`config.mk`:
```
export PLATFORM = sky130hd
export DESIGN_NAME = data_mem_dumper
export DESIGN_NICKNAME = d
export VERILOG_FILES = /design/src/rtl/data_mem_dumper.sv
export SDC_FILE = /design/constraint.sdc
export NUM_CORES = 1
export LEC_CHECK = 0
export ABC_AREA = 1
export CAP_MARGIN = 20
export CORE_MARGIN = 4
export CORE_UTILIZATION = 44
export DETAILED_ROUTE_END_ITERATION = 6
export PLACE_DENSITY = 0.75
export SLEW_MARGIN = 30
export SYNTH_ARGS = -nofsm -noshare
export SYNTH_HDL_FRONTEND = slang
export SYNTH_SLANG_ARGS = --single-unit
```
`constraint.sdc`:
```
create_clock -name i_clk -period 1.36 [get_ports i_clk]
set_input_delay 0.272 -clock i_clk [delete_from_list [all_inputs] [get_ports i_clk]]
set_output_delay 0.272 -clock i_clk [all_outputs]
set_load 0.02 [all_outputs]
```
`src/rtl/data_mem_dumper.sv`:
```
// data_mem_dumper: walks every data memory word through the debug read port,
// snapshots it, and streams it LSB byte first over a valid/ready TX handshake.
module data_mem_dumper #(
    parameter int B = 32,   // word width in bits, multiple of 8
    parameter int W = 5     // word-address width
) (
    input  logic         i_clk,
    input  logic         i_reset_n,
    input  logic         i_start,
    input  logic [B-1:0] i_debug_mem,
    input  logic         i_tx_ready,
    output logic [W-1:0] o_debug_addr,
    output logic [7:0]   o_tx_data,
    output logic         o_tx_valid,
    output logic         o_busy,
    output logic         o_done
);
    localparam int NBYTES = B / 8;
    localparam int BW     = (NBYTES > 1) ? $clog2(NBYTES) : 1;
    localparam logic [BW-1:0] LAST_BYTE = BW'(NBYTES - 1);
    localparam logic [W-1:0]  LAST_ADDR = {W{1'b1}};

    typedef enum logic [1:0] {S_IDLE, S_LOAD, S_SEND, S_DONE} state_t;

    state_t        r_state;
    state_t        w_next;
    logic [B-1:0]  r_word;
    logic [BW-1:0] r_byte_idx;
    logic [W-1:0]  r_addr;
    logic          w_hs;
    logic          w_last_byte;
    logic          w_last_addr;

    // Handshake only ever happens in SEND, where valid is asserted.
    assign w_hs        = (r_state == S_SEND) && i_tx_ready;
    assign w_last_byte = (r_byte_idx == LAST_BYTE);
    assign w_last_addr = (r_addr == LAST_ADDR);

    // State register.
    always_ff @(posedge i_clk) begin
        if (!i_reset_n) r_state <= S_IDLE;
        else            r_state <= w_next;
    end

    // Next-state decode; start is only honoured in IDLE.
    always_comb begin
        w_next = r_state;
        case (r_state)
            S_IDLE: if (i_start) w_next = S_LOAD;
            S_LOAD: w_next = S_SEND;
            S_SEND: if (w_hs && w_last_byte) w_next = w_last_addr ? S_DONE : S_LOAD;
            S_DONE: w_next = S_IDLE;
            default: w_next = S_IDLE;
        endcase
    end

    // Datapath: address counter, word snapshot and byte index.
    always_ff @(posedge i_clk) begin
        if (!i_reset_n) begin
            r_addr     <= '0;
            r_word     <= '0;
            r_byte_idx <= '0;
        end else begin
            case (r_state)
                S_IDLE: if (i_start) r_addr <= '0;
                S_LOAD: begin
                    r_word     <= i_debug_mem;
                    r_byte_idx <= '0;
                end
                S_SEND: if (w_hs) begin
                    if (!w_last_byte)      r_byte_idx <= r_byte_idx + 1'b1;
                    else if (!w_last_addr) r_addr     <= r_addr + 1'b1;
                end
                default: ;
            endcase
        end
    end

    // Outputs decoded from registered state only; nothing depends on i_tx_ready.
    always_comb begin
        o_debug_addr = r_addr;
        o_tx_data    = 8'h00;
        o_tx_valid   = 1'b0;
        o_busy       = 1'b0;
        o_done       = 1'b0;
        case (r_state)
            S_LOAD: o_busy = 1'b1;
            S_SEND: begin
                o_busy     = 1'b1;
                o_tx_valid = 1'b1;
                o_tx_data  = r_word[{r_byte_idx, 3'b000} +: 8];
            end
            S_DONE: o_done = 1'b1;
            default: ;
        endcase
    end
endmodule

```
# Yosys cells after proc, flatten, opt, wreduce, memory -nomap -nowiden
# Index checks and enable logic that the tools add are counted.
# op_classes
add_sub_neg	2
div	0
n_eq_ne	11
magnitude_cmp	0
n_mul	0
n_reduce_logical	9
bitwise	0
shift	1
muxes	16
# ops
cell	n
$shiftx A32 B6 Y8	1
$mux W5	4
$mux W2	5
$ne A2 B2 Y1 const B	5
$pmux W5 S2	1
$mux W8	1
$pmux W2 S4	1
$eq A2 B2 Y1 const B	3
$add A5 B1 Y5 const B	1
$eq A5 B5 Y1 const B	1
$reduce_and A5 Y1	1
$pmux W2 S2	1
$reduce_bool A2 Y1	2
$mux W1	3
$reduce_and A3 Y1	1
$add A2 B1 Y2 const B	1
$eq A2 B1 Y1 const B	1
$logic_and A1 B1 Y1	2
$logic_not A2 Y1	1
$ne A2 B1 Y1 const B	1
$reduce_and A2 Y1	1
$reduce_or A2 Y1	1
# word_totals
n_memories	0
register_bits	41
out_inout_bits	16
word_cells	43
inputBits	36
mem_bits_rw	0
romBits	0
latch_bits	0

# Logic depth before layout (Yosys ltp)
# depth
ltp_word	5
ltp_mapped	11

# Least setup slack after synthesis
# Ideal clock, no wire load.
# synth_path
path_type	register -> register
startpoint	register r_addr[0], in the netlist o_debug_addr[0]
endpoint	register r_addr[3], in the netlist o_debug_addr[3]
setup_time_ps	111
synth_period_minus_slack_ps	1589
setup_slack_ps	-229
path_stages_with_launch	12
arrival_time_ps	1478
path_buffers	0
cell_sequence	dfxtp_1 > ha_1 > nand2_1 > nor2_1 > ha_1 > inv_1 > nand3_1 > nand2_2 > nand3_1 > nand2_1 > inv_1 > nor2_2
# synth_via
elab_chain_cells	5
word_cells_on_any_way	8
classes_between	1 x add/sub; 2 x eq/ne; 4 x mux; 1 x reduce/logical
# synth_rtl
element	line	rtl
start, declared	29	logic [W-1:0] r_addr;
start signal, assigned	72	else if (!w_last_addr) r_addr <= r_addr + 1'b1;
$add A5 B1 Y5	72	
$mux W5	72	
$mux W5	71	if (!w_last_byte) r_byte_idx <= r_byte_idx + 1'b1;
$mux W5	70	S_SEND: if (w_hs) begin
$pmux W5 S2	64	case (r_state)
# Several ways; a longest one is shown, not always the timed one. The select of a mux whose other input is x is not followed.
# A chain may end at the register's enable or synchronous reset.

# Worst setup path after layout
# layout_path
startpoint	register r_byte_idx[0]
endpoint	output port o_tx_data[2]
# layout_via
elab_chain_cells	2
# layout_rtl
element	line	rtl
start, declared	28	logic [BW-1:0] r_byte_idx;
start signal, assigned	71	
$shiftx A32 B6 Y8	91	o_tx_data = r_word[{r_byte_idx, 3'b000} +: 8];
$mux W8	86	case (r_state)
end, declared	13	output logic [7:0] o_tx_data,
# Every way passes these cells.

==> run metrics <==
arrival time worst endpoint=1410 ps; Worst Hold Class=reg2reg; total grt overflow=0; first-pass detailed-route iteration total=4; Worst path max stage delay=390 ps; Hold EP=r_word[28]; ANT nets after route=0; CTS tree=yes; Simple-Gate Fraction of Synth Area=29.4%; yosys warns=0; Critical path origin=r_byte_idx[0]; first-pass GRT wire length=9.38 mm; Critical Path Source Type=register; Worst-Skew Late Latency=290 ps; core area=4410 um2; Worst slew margin=81.8%; share of cells above drive strength 1=42.8%; Distinct cells, synth=23; CP cell instances=buf_6 > nor2_4 > nor2_2 > o21ai_1 > a21oi_2 > buf_6; Crit path top cell by count=buf_6; share of the synthesized area in the top cell type=40.4%; sequential share of the synthesized area=40.4%; # rows=24; syn_nets=339; count leader, synth=nor2_1; drc violations=0; RSZ-0062 raised after global routing=true; initial antenna violation count=0; hold buffer count at CTS=0; Setup crit end kind=output pin; I/O pins=52; R2R cell count=11; crit-path max FO=6; total power=7.53 mW; Final Routed Wirelength=6.49 mm; mux cell area share after synthesis=0%; Worst-path clk slew=80 ps; PwrDens=2150 nW/um2; Clock Root Buffer=clkbuf_8; compound-cell area share of the yosys netlist=16.5%; global placement routability congestion=0.829; DRT iter0 DRCs=107; Leakage=1.41 nW; Clock Skew=3.14 ps; H-Tree Depth=2; fin crit period=1680 ps; port bufs=51; Slowest cell on crit path=dfxtp_4; area delta synth->final=72.5%; Setup WS post-layout=-320 ps; vias in the first global route=2106; FMAX=595 MHz; Sink Count=41; vias per std cell=5.25; top cells by area, synth=dfxtp_1 40%, nor2_1 20%, o21ai_0 12%; max-capacitance violation count=0; largest net degree at the start of global routing=41; Starting Density=46.0%; Crit Path Category=reg2out; DPL Wire Length=3.65 mm; Chip Width=75.9 um; total track usage=19.4%; # setup viols final=27; Adder-Cell Fraction of Synth Area=5.55%; Synth top cells by count=109 x nor2_1, 49 x o21ai_0, 41 x dfxtp_1; outcome=complete, but fails checks; ys async rst share=0%; hold depth=2; final worst-path cycle share=124%; post-synthesis average cell area=6.91 um2; via count=2235; area leader, netlist=dfxtp_1; Post-Syn Instances=294; Die Y-Extent=75.9 um; die area=5770 um2; R2R Path Start=r_state[0]; FF-to-FF End=r_state[0]; peak supply drop=1010 uV; post-synthesis register bit count=41; failing checks=setup timing; Worst-Margin Slew=271 ps; ys flop type=dfxtp_1; largest family of logic cells by synthesized area=simple AND/OR/NAND/NOR gates; mean routed wirelength per cell=15.2 um; Nets=418; Mapped Area=2030 um2; Hold Startpoint=r_word[28]; CTS max path bufs=2; Final Slew Violations=0; pre-CTS WS=-473 ps; total CTS buffers=5; reg-to-reg slack, setup=-210 ps; Crit path required time=1090 ps; Final Hold Vio Count=0; number of antenna repair diodes=0; XOR/XNOR Fraction of Synth Area=0%; number of enable flip-flop cells after synthesis=0
[repair_timing]
| item | CTS | global route |
|---|---|---|
| resized for setup | 111 | 139 |
| setup endpoints to repair | 57 | 52 |
| pin swaps | 8 | 26 |
| gates cloned | 1 | 3 |
| setup buffers | 3 | 8 |
[metrics by stage]
step / setup TNS (ps) / instances / util [%] / hold slack (ps) / area [um2]
2_1_floorplan: -204 / 294 / - / 407 / 2090
3_3_place_gp: -7120 / 404 / 62.6 / 471 / 2770
3_5_place_dp: -8370 / 404 / 62.6 / 479 / 2770
4_1_cts: -2640 / 416 / 69.2 / 501 / 3060
5_1_grt: -6120 / 426 / 79.4 / 527 / 3500
6_report: -4030 / 426 / 79.4 / 492 / 3500
[report_power, final]
group | internal (mW) | total, mW | switching (mW)
Clock | 0.459 | 0.883 | 0.424
Sequential | 1.70 | 2.08 | 0.372
Combinational | 2.10 | 4.57 | 2.48
[placed cells by master (no fill, tap or decap), drive strengths merged]
cell type	synthesis	final
clkinvlp	0	1
clkdlybuf4s15	0	2
ha	9	9
buf	10	47
clkbuf	6	8
nor3	1	1
a21oi	12	12
nand4	2	2
inv	17	15
clkinv	0	2
dfxtp	41	41
nor2	110	110
nand2	27	27
nand3	7	7
o21ai	52	52
dlygate4sd2	0	3
clkdlybuf4s50	0	35
[sequential cells by signal, summed over array words and instances (netlist names)]
signal and count:
r_state 2, o_debug_addr 5, r_byte_idx 2, r_word 32
[critical path: cells and delay by family (launching register included)]
family / cells / cell delay [ps]
AO/OA/AOI/OAI: 2 / 290
AND/OR/NAND/NOR: 2 / 150
flip-flops: 1 / 390
buffers and inverters: 2 / 280
[metal layers]
| layer | up-vias | share of wire (%) | global-route usage, % |
|---|---|---|---|
| met5 | - | 0 | 0 |
| met4 | 0 | 2.0 | 6.05 |
| met3 | 15 | 5.5 | 5.09 |
| met2 | 67 | 51 | 31.3 |
| met1 | 1050 | 42 | 25.1 |
| li1 | 1103 | - | - |
[cell type report]
cell class | count | area (um2)
clock buffers | 7 | 96.3
clock inverters | 1 | 5.00
fillers | 302 | 911
inverters | 17 | 95.1
multi-input cells | 220 | 1460
flip-flops and latches | 41 | 837
well taps | 52 | 65.1
repair buffers | 88 | 945
[worst max-delay path by stage]
stage / to / slack, ps / cells past startpoint
floorplan: o_tx_data[0] / -20 / 5
global placement: o_tx_data[2] / -460 / 6
detailed placement: o_tx_data[7] / -470 / 6
CTS: o_tx_data[2] / -270 / 6
global route: o_tx_data[2] / -380 / 6
finish: o_tx_data[2] / -320 / 6
[cells by family (layout without fill, tap and decap cells)]
family,Yosys count,after routing
buf+inv,33,113
fa+ha+maj,9,9
flops,41,41
simple gates,147,147
compound gates,64,64
No activity file was read; power rests on OpenSTA's default activity.
